## src/rtl/osd_pkg.sv

```systemverilog
// Shared types for the OSD character-buffer write path.
// Types and constants only; no logic.
package osd_pkg;
   localparam int CHAR_ROWS  = 2;
   localparam int CHAR_COLS  = 16;
   localparam int OSD_ADDR_W = $clog2(CHAR_ROWS * CHAR_COLS);
   localparam int OSD_DATA_W = 8;

   typedef struct packed {
      logic [OSD_ADDR_W-1:0] addr;
      logic [OSD_DATA_W-1:0] data;
   } osd_wr_t;

   typedef enum logic [1:0] {IDLE, DRAIN, HOLD} osd_sched_st_t;
endpackage

```

## src/rtl/osd_wr_fifo.sv

```systemverilog
// Single-clock FIFO of osd_wr_t, one per requester; clr empties it synchronously.
// Latency: a push is visible at rdat/empty after the push edge.
// Backpressure: a push while full is ignored; a pop while empty is ignored.
module osd_wr_fifo
   import osd_pkg::*;
#(
   parameter int DEPTH = 4
)(
   input  logic    vclk,
   input  logic    rst_i,
   input  logic    clr,
   input  logic    push,
   input  osd_wr_t wdat,
   input  logic    pop,
   output osd_wr_t rdat,
   output logic    full,
   output logic    empty
);
   localparam int AW = $clog2(DEPTH);

   osd_wr_t        mem [DEPTH];
   logic [AW:0]    wr_ptr;
   logic [AW:0]    rd_ptr;
   logic           do_push;
   logic           do_pop;

   // Extra pointer bit distinguishes full from empty when the indices match.
   assign full    = (wr_ptr[AW] != rd_ptr[AW]) && (wr_ptr[AW-1:0] == rd_ptr[AW-1:0]);
   assign empty   = (wr_ptr == rd_ptr);
   assign do_push = push && !full && !clr;
   assign do_pop  = pop && !empty && !clr;
   assign rdat    = mem[rd_ptr[AW-1:0]];

   always_ff @(posedge vclk or posedge rst_i) begin
      if (rst_i) begin
         wr_ptr <= '0;
         rd_ptr <= '0;
      end else if (clr) begin
         wr_ptr <= '0;
         rd_ptr <= '0;
      end else begin
         if (do_push) wr_ptr <= wr_ptr + 1'b1;
         if (do_pop)  rd_ptr <= rd_ptr + 1'b1;
      end
   end

   always_ff @(posedge vclk) begin
      if (do_push) mem[wr_ptr[AW-1:0]] <= wdat;
   end
endmodule

```

## src/rtl/osd_char_wr_sched.sv

```systemverilog
// Queues OSD char writes per requester and commits them only during vblank (OSD_ARB_FIXED_PRIO_EN: fixed priority, else round-robin).
// Latency: push to buf_we_o is 2 cycles when already draining, vblank rise to first write is 3 cycles.
// Backpressure: req_ready_o[r] drops while FIFO r is full; at most VBLANK_BUDGET writes per vblank (0 = unlimited).
module osd_char_wr_sched
   import osd_pkg::*;
#(
   parameter int NUM_REQ       = 2,
   parameter int FIFO_DEPTH    = 4,
   parameter int ADDR_W        = OSD_ADDR_W,
   parameter int DATA_W        = OSD_DATA_W,
   parameter int VBLANK_BUDGET = 32
)(
   input  logic                       vclk,
   input  logic                       rst_i,
   input  logic                       vblank_i,
   input  logic                       flush_i,
   input  logic [NUM_REQ-1:0]         req_valid_i,
   input  logic [NUM_REQ*ADDR_W-1:0]  req_addr_i,
   input  logic [NUM_REQ*DATA_W-1:0]  req_data_i,
   output logic [NUM_REQ-1:0]         req_ready_o,
   output logic                       buf_we_o,
   output logic [ADDR_W-1:0]          buf_addr_o,
   output logic [DATA_W-1:0]          buf_data_o,
   output logic                       pending_o
);
   localparam int IDX_W = $clog2(NUM_REQ);
   localparam int CNT_W = (VBLANK_BUDGET > 0) ? $clog2(VBLANK_BUDGET + 1) : 1;

   osd_wr_t              wdat [NUM_REQ];
   osd_wr_t              rdat [NUM_REQ];
   logic [NUM_REQ-1:0]   full;
   logic [NUM_REQ-1:0]   empty;
   logic [NUM_REQ-1:0]   push;
   logic [NUM_REQ-1:0]   pop;

   osd_sched_st_t        state;
   logic                 vb_q;
   logic [CNT_W-1:0]     bud_cnt;
   logic                 bud_hit;
   logic                 any_ne;
   logic                 pop_en;
   logic [IDX_W-1:0]     gnt_idx;
   logic                 gnt_found;

   for (genvar r = 0; r < NUM_REQ; r++) begin : g_fifo
      assign wdat[r] = '{addr: req_addr_i[r*ADDR_W +: ADDR_W],
                         data: req_data_i[r*DATA_W +: DATA_W]};

      osd_wr_fifo #(.DEPTH(FIFO_DEPTH)) u_fifo (
         .vclk  (vclk),
         .rst_i (rst_i),
         .clr   (flush_i),
         .push  (push[r]),
         .wdat  (wdat[r]),
         .pop   (pop[r]),
         .rdat  (rdat[r]),
         .full  (full[r]),
         .empty (empty[r])
      );
   end

   // Ready comes from registered FIFO state only, so a pop cannot open a slot in the same cycle.
   assign req_ready_o = ~full;
   assign push        = req_valid_i & ~full & {NUM_REQ{~flush_i}};
   assign any_ne      = ~&empty;
   assign bud_hit     = (VBLANK_BUDGET != 0) && (bud_cnt == CNT_W'(VBLANK_BUDGET));
   assign pop_en      = (state == DRAIN) && vb_q && any_ne && !bud_hit && !flush_i;
   assign pop         = pop_en ? (NUM_REQ'(1) << gnt_idx) : '0;

`ifdef OSD_ARB_FIXED_PRIO_EN
   always_comb begin
      gnt_idx   = '0;
      gnt_found = 1'b0;
      for (int i = 0; i < NUM_REQ; i++) begin
         if (!gnt_found && !empty[IDX_W'(i)]) begin
            gnt_found = 1'b1;
            gnt_idx   = IDX_W'(i);
         end
      end
   end
`else
   logic [IDX_W-1:0] rr_ptr;
   int               cand;

   always_comb begin
      gnt_idx   = '0;
      gnt_found = 1'b0;
      cand      = 0;
      for (int i = 0; i < NUM_REQ; i++) begin
         cand = int'(rr_ptr) + i;
         if (cand >= NUM_REQ) cand = cand - NUM_REQ;
         if (!gnt_found && !empty[IDX_W'(cand)]) begin
            gnt_found = 1'b1;
            gnt_idx   = IDX_W'(cand);
         end
      end
   end

   always_ff @(posedge vclk or posedge rst_i) begin
      if (rst_i)
         rr_ptr <= '0;
      else if (pop_en)
         rr_ptr <= (gnt_idx == IDX_W'(NUM_REQ - 1)) ? '0 : gnt_idx + 1'b1;
   end
`endif

   always_ff @(posedge vclk or posedge rst_i) begin
      if (rst_i) begin
         state      <= IDLE;
         vb_q       <= 1'b0;
         bud_cnt    <= '0;
         pending_o  <= 1'b0;
         buf_we_o   <= 1'b0;
         buf_addr_o <= '0;
         buf_data_o <= '0;
      end else begin
         vb_q      <= vblank_i;
         pending_o <= any_ne;
         buf_we_o  <= pop_en;
         if (pop_en) begin
            buf_addr_o <= rdat[gnt_idx].addr;
            buf_data_o <= rdat[gnt_idx].data;
         end

         if (!vb_q)
            bud_cnt <= '0;
         else if (pop_en && VBLANK_BUDGET != 0)
            bud_cnt <= bud_cnt + CNT_W'(1);

         if (flush_i) begin
            state <= IDLE;
         end else begin
            case (state)
               IDLE:    if (vb_q && any_ne) state <= DRAIN;
               DRAIN:   if (!vb_q || !any_ne) state <= IDLE;
                        else if (bud_hit)     state <= HOLD;
               HOLD:    if (!vb_q) state <= IDLE;
               default: state <= IDLE;
            endcase
         end
      end
   end
endmodule

```

## config.mk

```make
export PLATFORM = sky130hd
export DESIGN_NAME = osd_char_wr_sched
export DESIGN_NICKNAME = d
export VERILOG_FILES = /design/src/rtl/osd_pkg.sv /design/src/rtl/osd_wr_fifo.sv /design/src/rtl/osd_char_wr_sched.sv
export SDC_FILE = /design/constraint.sdc
export NUM_CORES = 1
export LEC_CHECK = 0
export CAP_MARGIN = 20
export CORE_MARGIN = 1
export CORE_UTILIZATION = 35
export CTS_CLUSTER_DIAMETER = 30
export CTS_CLUSTER_SIZE = 28
export DETAILED_ROUTE_END_ITERATION = 6
export PLACE_DENSITY = 0.61
export SYNTH_ARGS = -nofsm -noshare
export SYNTH_HDL_FRONTEND = slang
export SYNTH_SLANG_ARGS = --single-unit
```

## constraint.sdc

```tcl
create_clock -name vclk -period 4.3 [get_ports vclk]
set_clock_uncertainty 0.1 [all_clocks]
set_input_delay 1.29 -clock vclk [delete_from_list [all_inputs] [get_ports vclk]]
set_output_delay 1.29 -clock vclk [all_outputs]
set_load 0.005 [all_outputs]
```

==> out/qor.txt <==
Setup violations, final = 0
Number of vias per cell = 4.76
DRT Pass-1 Iters = 4
MaxCap Viol Count = 0
Worst r2r src = g_fifo[0].u_fifo.wr_ptr[1]
Largest area contributor in the netlist = edfxtp_1
Die footprint = 0.0172 sq mm
Top cells by count, synth = edfxtp_1 (104), dfrtp_1 (37), mux4_2 (26), nor2_1 (23), a21oi_1 (20)
Highest fanout seen on the critical path = 5
Worst-path cell chain = xor2_4, or3_1, clkdlybuf4s50_1
Root Driver = clkbuf_16
Netlist cell types = 37
Yosys Warn Count = 0
Gpl congestion = 0.811
CTS tree = done
Crit path capture type = output port
Ant. Diodes = 0
Flops & latches, synth = 141
Clock-pin slew on the worst setup and hold paths = 0.05 ns
Sequential cell area = 0.00405 sq mm
Fin crit period = 3.43 ns
Drt wl/cell = 17.9 um
CTS H-tree depth = 4
Core Rows = 46
PnR Total Power = 3490 uW
Total Routing Usage GR = 0.139
Sequential cell area fraction in the yosys report = 0.693
Worst skew pair latency = 0.41 ns
CTS hold repair buffers = 0
Min-delay src = g_fifo[1].u_fifo.rd_ptr[2]
Leak = 0.00258 uW
Mean Syn Cell Area = 17.8 sq um
Nets@finish = 432
Synth top area share = 0.534
WP data arrival = 2.04 ns
Final-layout fill cell count = 1432
Initial antenna violation count = 0
DRC Markers = 0
Max_slew headroom = 0.374
Kind of start point of the critical path = flip-flop
Setup CP Type = reg -> out
HPWL after DPL = 7400 um
Number of flops mapped to enable cells by yosys = 104
Top FF cell, synth = edfxtp_1
Die X = 131 um
CTS resizes = 0
Starting Density = 0.363
Postcts setup bufs = 0
Die Height = 131 um
WHS = 0.405 ns
Core area = 0.0161 sq mm
CP Data Required Time = 2.91 ns
Largest net degree at the start of global routing = 33
Multi-input logic area = 0.00167 sq mm
Port-buffer cells = 48
HP Class = reg -> reg
Max Clock Freq = 0.292 GHz
Clk buf depth = 2
Top-count cell post-synth = edfxtp_1
Slew Viols, Final = 0
First DRT Iteration DRCs = 183
First-pass GRT wire length = 17500 um
Gate count of the mapped netlist = 328
Crit-path slowest cell = dfrtp_1
Total congestion overflow = 0
Peak VDD IR = 0.317 mV
DR vias = 2933
Worst setup path start = g_fifo[0].u_fifo.wr_ptr[1]
Slew @ Worst Pin = 0.939 ns
Final cycle utilization of the critical path = 0.797
Share of layout cells above drive strength 1 = 0.180
Ports = 49
Setup TNS = 0 ns
Top cells by area, synth = edfxtp_1 (53%), dfrtp_1 (16%), mux4_2 (10%)
CTS sink count = 141
Status = completed
Final antenna-violating net count = 0
Syn nets = 372
Final Hold Fails = 0
Syn-to-layout area delta = 22.0%
CP max stage delay = 0.48 ns
Synth Cell Area = 0.00584 sq mm
Vias in the first global route = 3125
Unrepaired setup endpoints after global routing = no
Num CTS Buffers = 17
PwrDens = 489 mW/mm^2
Wirelength, routed = 11000 um
Post-synth ARST share = 0.262
[layout by cell type, fill, tap and decap left out, types with 3 or more instances in the layout]
master	Yosys	layout
a21oi_1	20	20
and2_1	12	12
buf_4	3	7
bufinv_16	0	3
clkbuf_1	3	4
clkbuf_16	0	17
clkdlybuf4s50_1	0	48
dfrtp_1	37	37
edfxtp_1	104	104
ha_1	12	12
inv_1	8	8
mux2i_1	18	18
mux4_2	26	26
nand2_1	9	9
nand2b_1	3	3
nand3_1	5	5
nor2_1	23	23
xnor2_1	9	9
xor2_1	6	6
[logic make-up (layout without fill, tap and decap cells)]
logic type | after synthesis | count (layout) | share of synthesized area
buffers and inverters | 22 | 94 | 0.0221
AND/OR/NAND/NOR | 66 | 66 | 0.0634
XOR/XNOR | 18 | 18 | 0.0328
multiplexers | 45 | 45 | 0.134
AO/OA/AOI/OAI | 24 | 24 | 0.0298
flip-flops | 141 | 141 | 0.693
adder cells (fa/ha/maj) | 12 | 12 | 0.0257
[state kept, by name, summed over array words and instances (netlist names)]
register              flops
buf_we_o                  1
pending_o                 1
buf_data_o                8
g_fifo.u_fifo.rd_ptr      6
g_fifo.u_fifo.mem       104
buf_addr_o                5
g_fifo.u_fifo.wr_ptr      6
bud_cnt                   6
vb_q                      1
rr_ptr                    1
state                     2
[critical path, delay by kind of cell, from the launching register on]
| family | cells | cell delay, ns |
|---|---|---|
| AND/OR/NAND/NOR | 1 | 0.45 |
| XOR/XNOR | 1 | 0.22 |
| buffers and inverters | 1 | 0.48 |
| flip-flops | 1 | 0.48 |
[final cells by class]
cell class | instances | area share
sequential | 141 | 0.568
multi-input combinational | 165 | 0.234
timing repair buffer | 55 | 0.0747
clock buffer | 21 | 0.0618
tap | 216 | 0.0379
clock inverter | 10 | 0.0198
inverter | 8 | 0.00421
[through the flow]
stage                util  instance area, sq um  setup slack (ns)  instances
floorplan               -                  5840              1.71        328
global placement    0.406                  6550             0.814        585
detailed placement  0.406                  6550             0.748        585
CTS                 0.442                  7130             0.841        616
global route        0.442                  7130             0.796        616
finish              0.442                  7130             0.871        616
[metal layers]
layer | track usage | up-vias | wire length, um
li1 | - | 1357 | -
met1 | 0.181 | 1512 | 5110
met2 | 0.219 | 59 | 5440
met3 | 0.0417 | 5 | 401
met4 | 0.0490 | 0 | 44
met5 | 0 | - | 0
[worst paths after layout]
kind	cells past startpoint	slack [ns]	to
worst max-delay path	3	0.87	req_ready_o[0]
worst min-delay path	1	0.40	g_fifo[1].u_fifo.rd_ptr[2]
worst max register to register	5	1.87	g_fifo[0].u_fifo.mem[1][0]
worst min register to register	1	0.40	g_fifo[1].u_fifo.rd_ptr[2]
max in group asynchronous	3	2.42	buf_we_o
min in group asynchronous	2	1.00	g_fifo[1].u_fifo.rd_ptr[0]
[power by group]
group,switching [uW],internal (uW)
Clock,531,910
Sequential,83.8,1570
Combinational,167,225
Total,781,2700
Note: power is estimated with default switching activity, not from simulation.
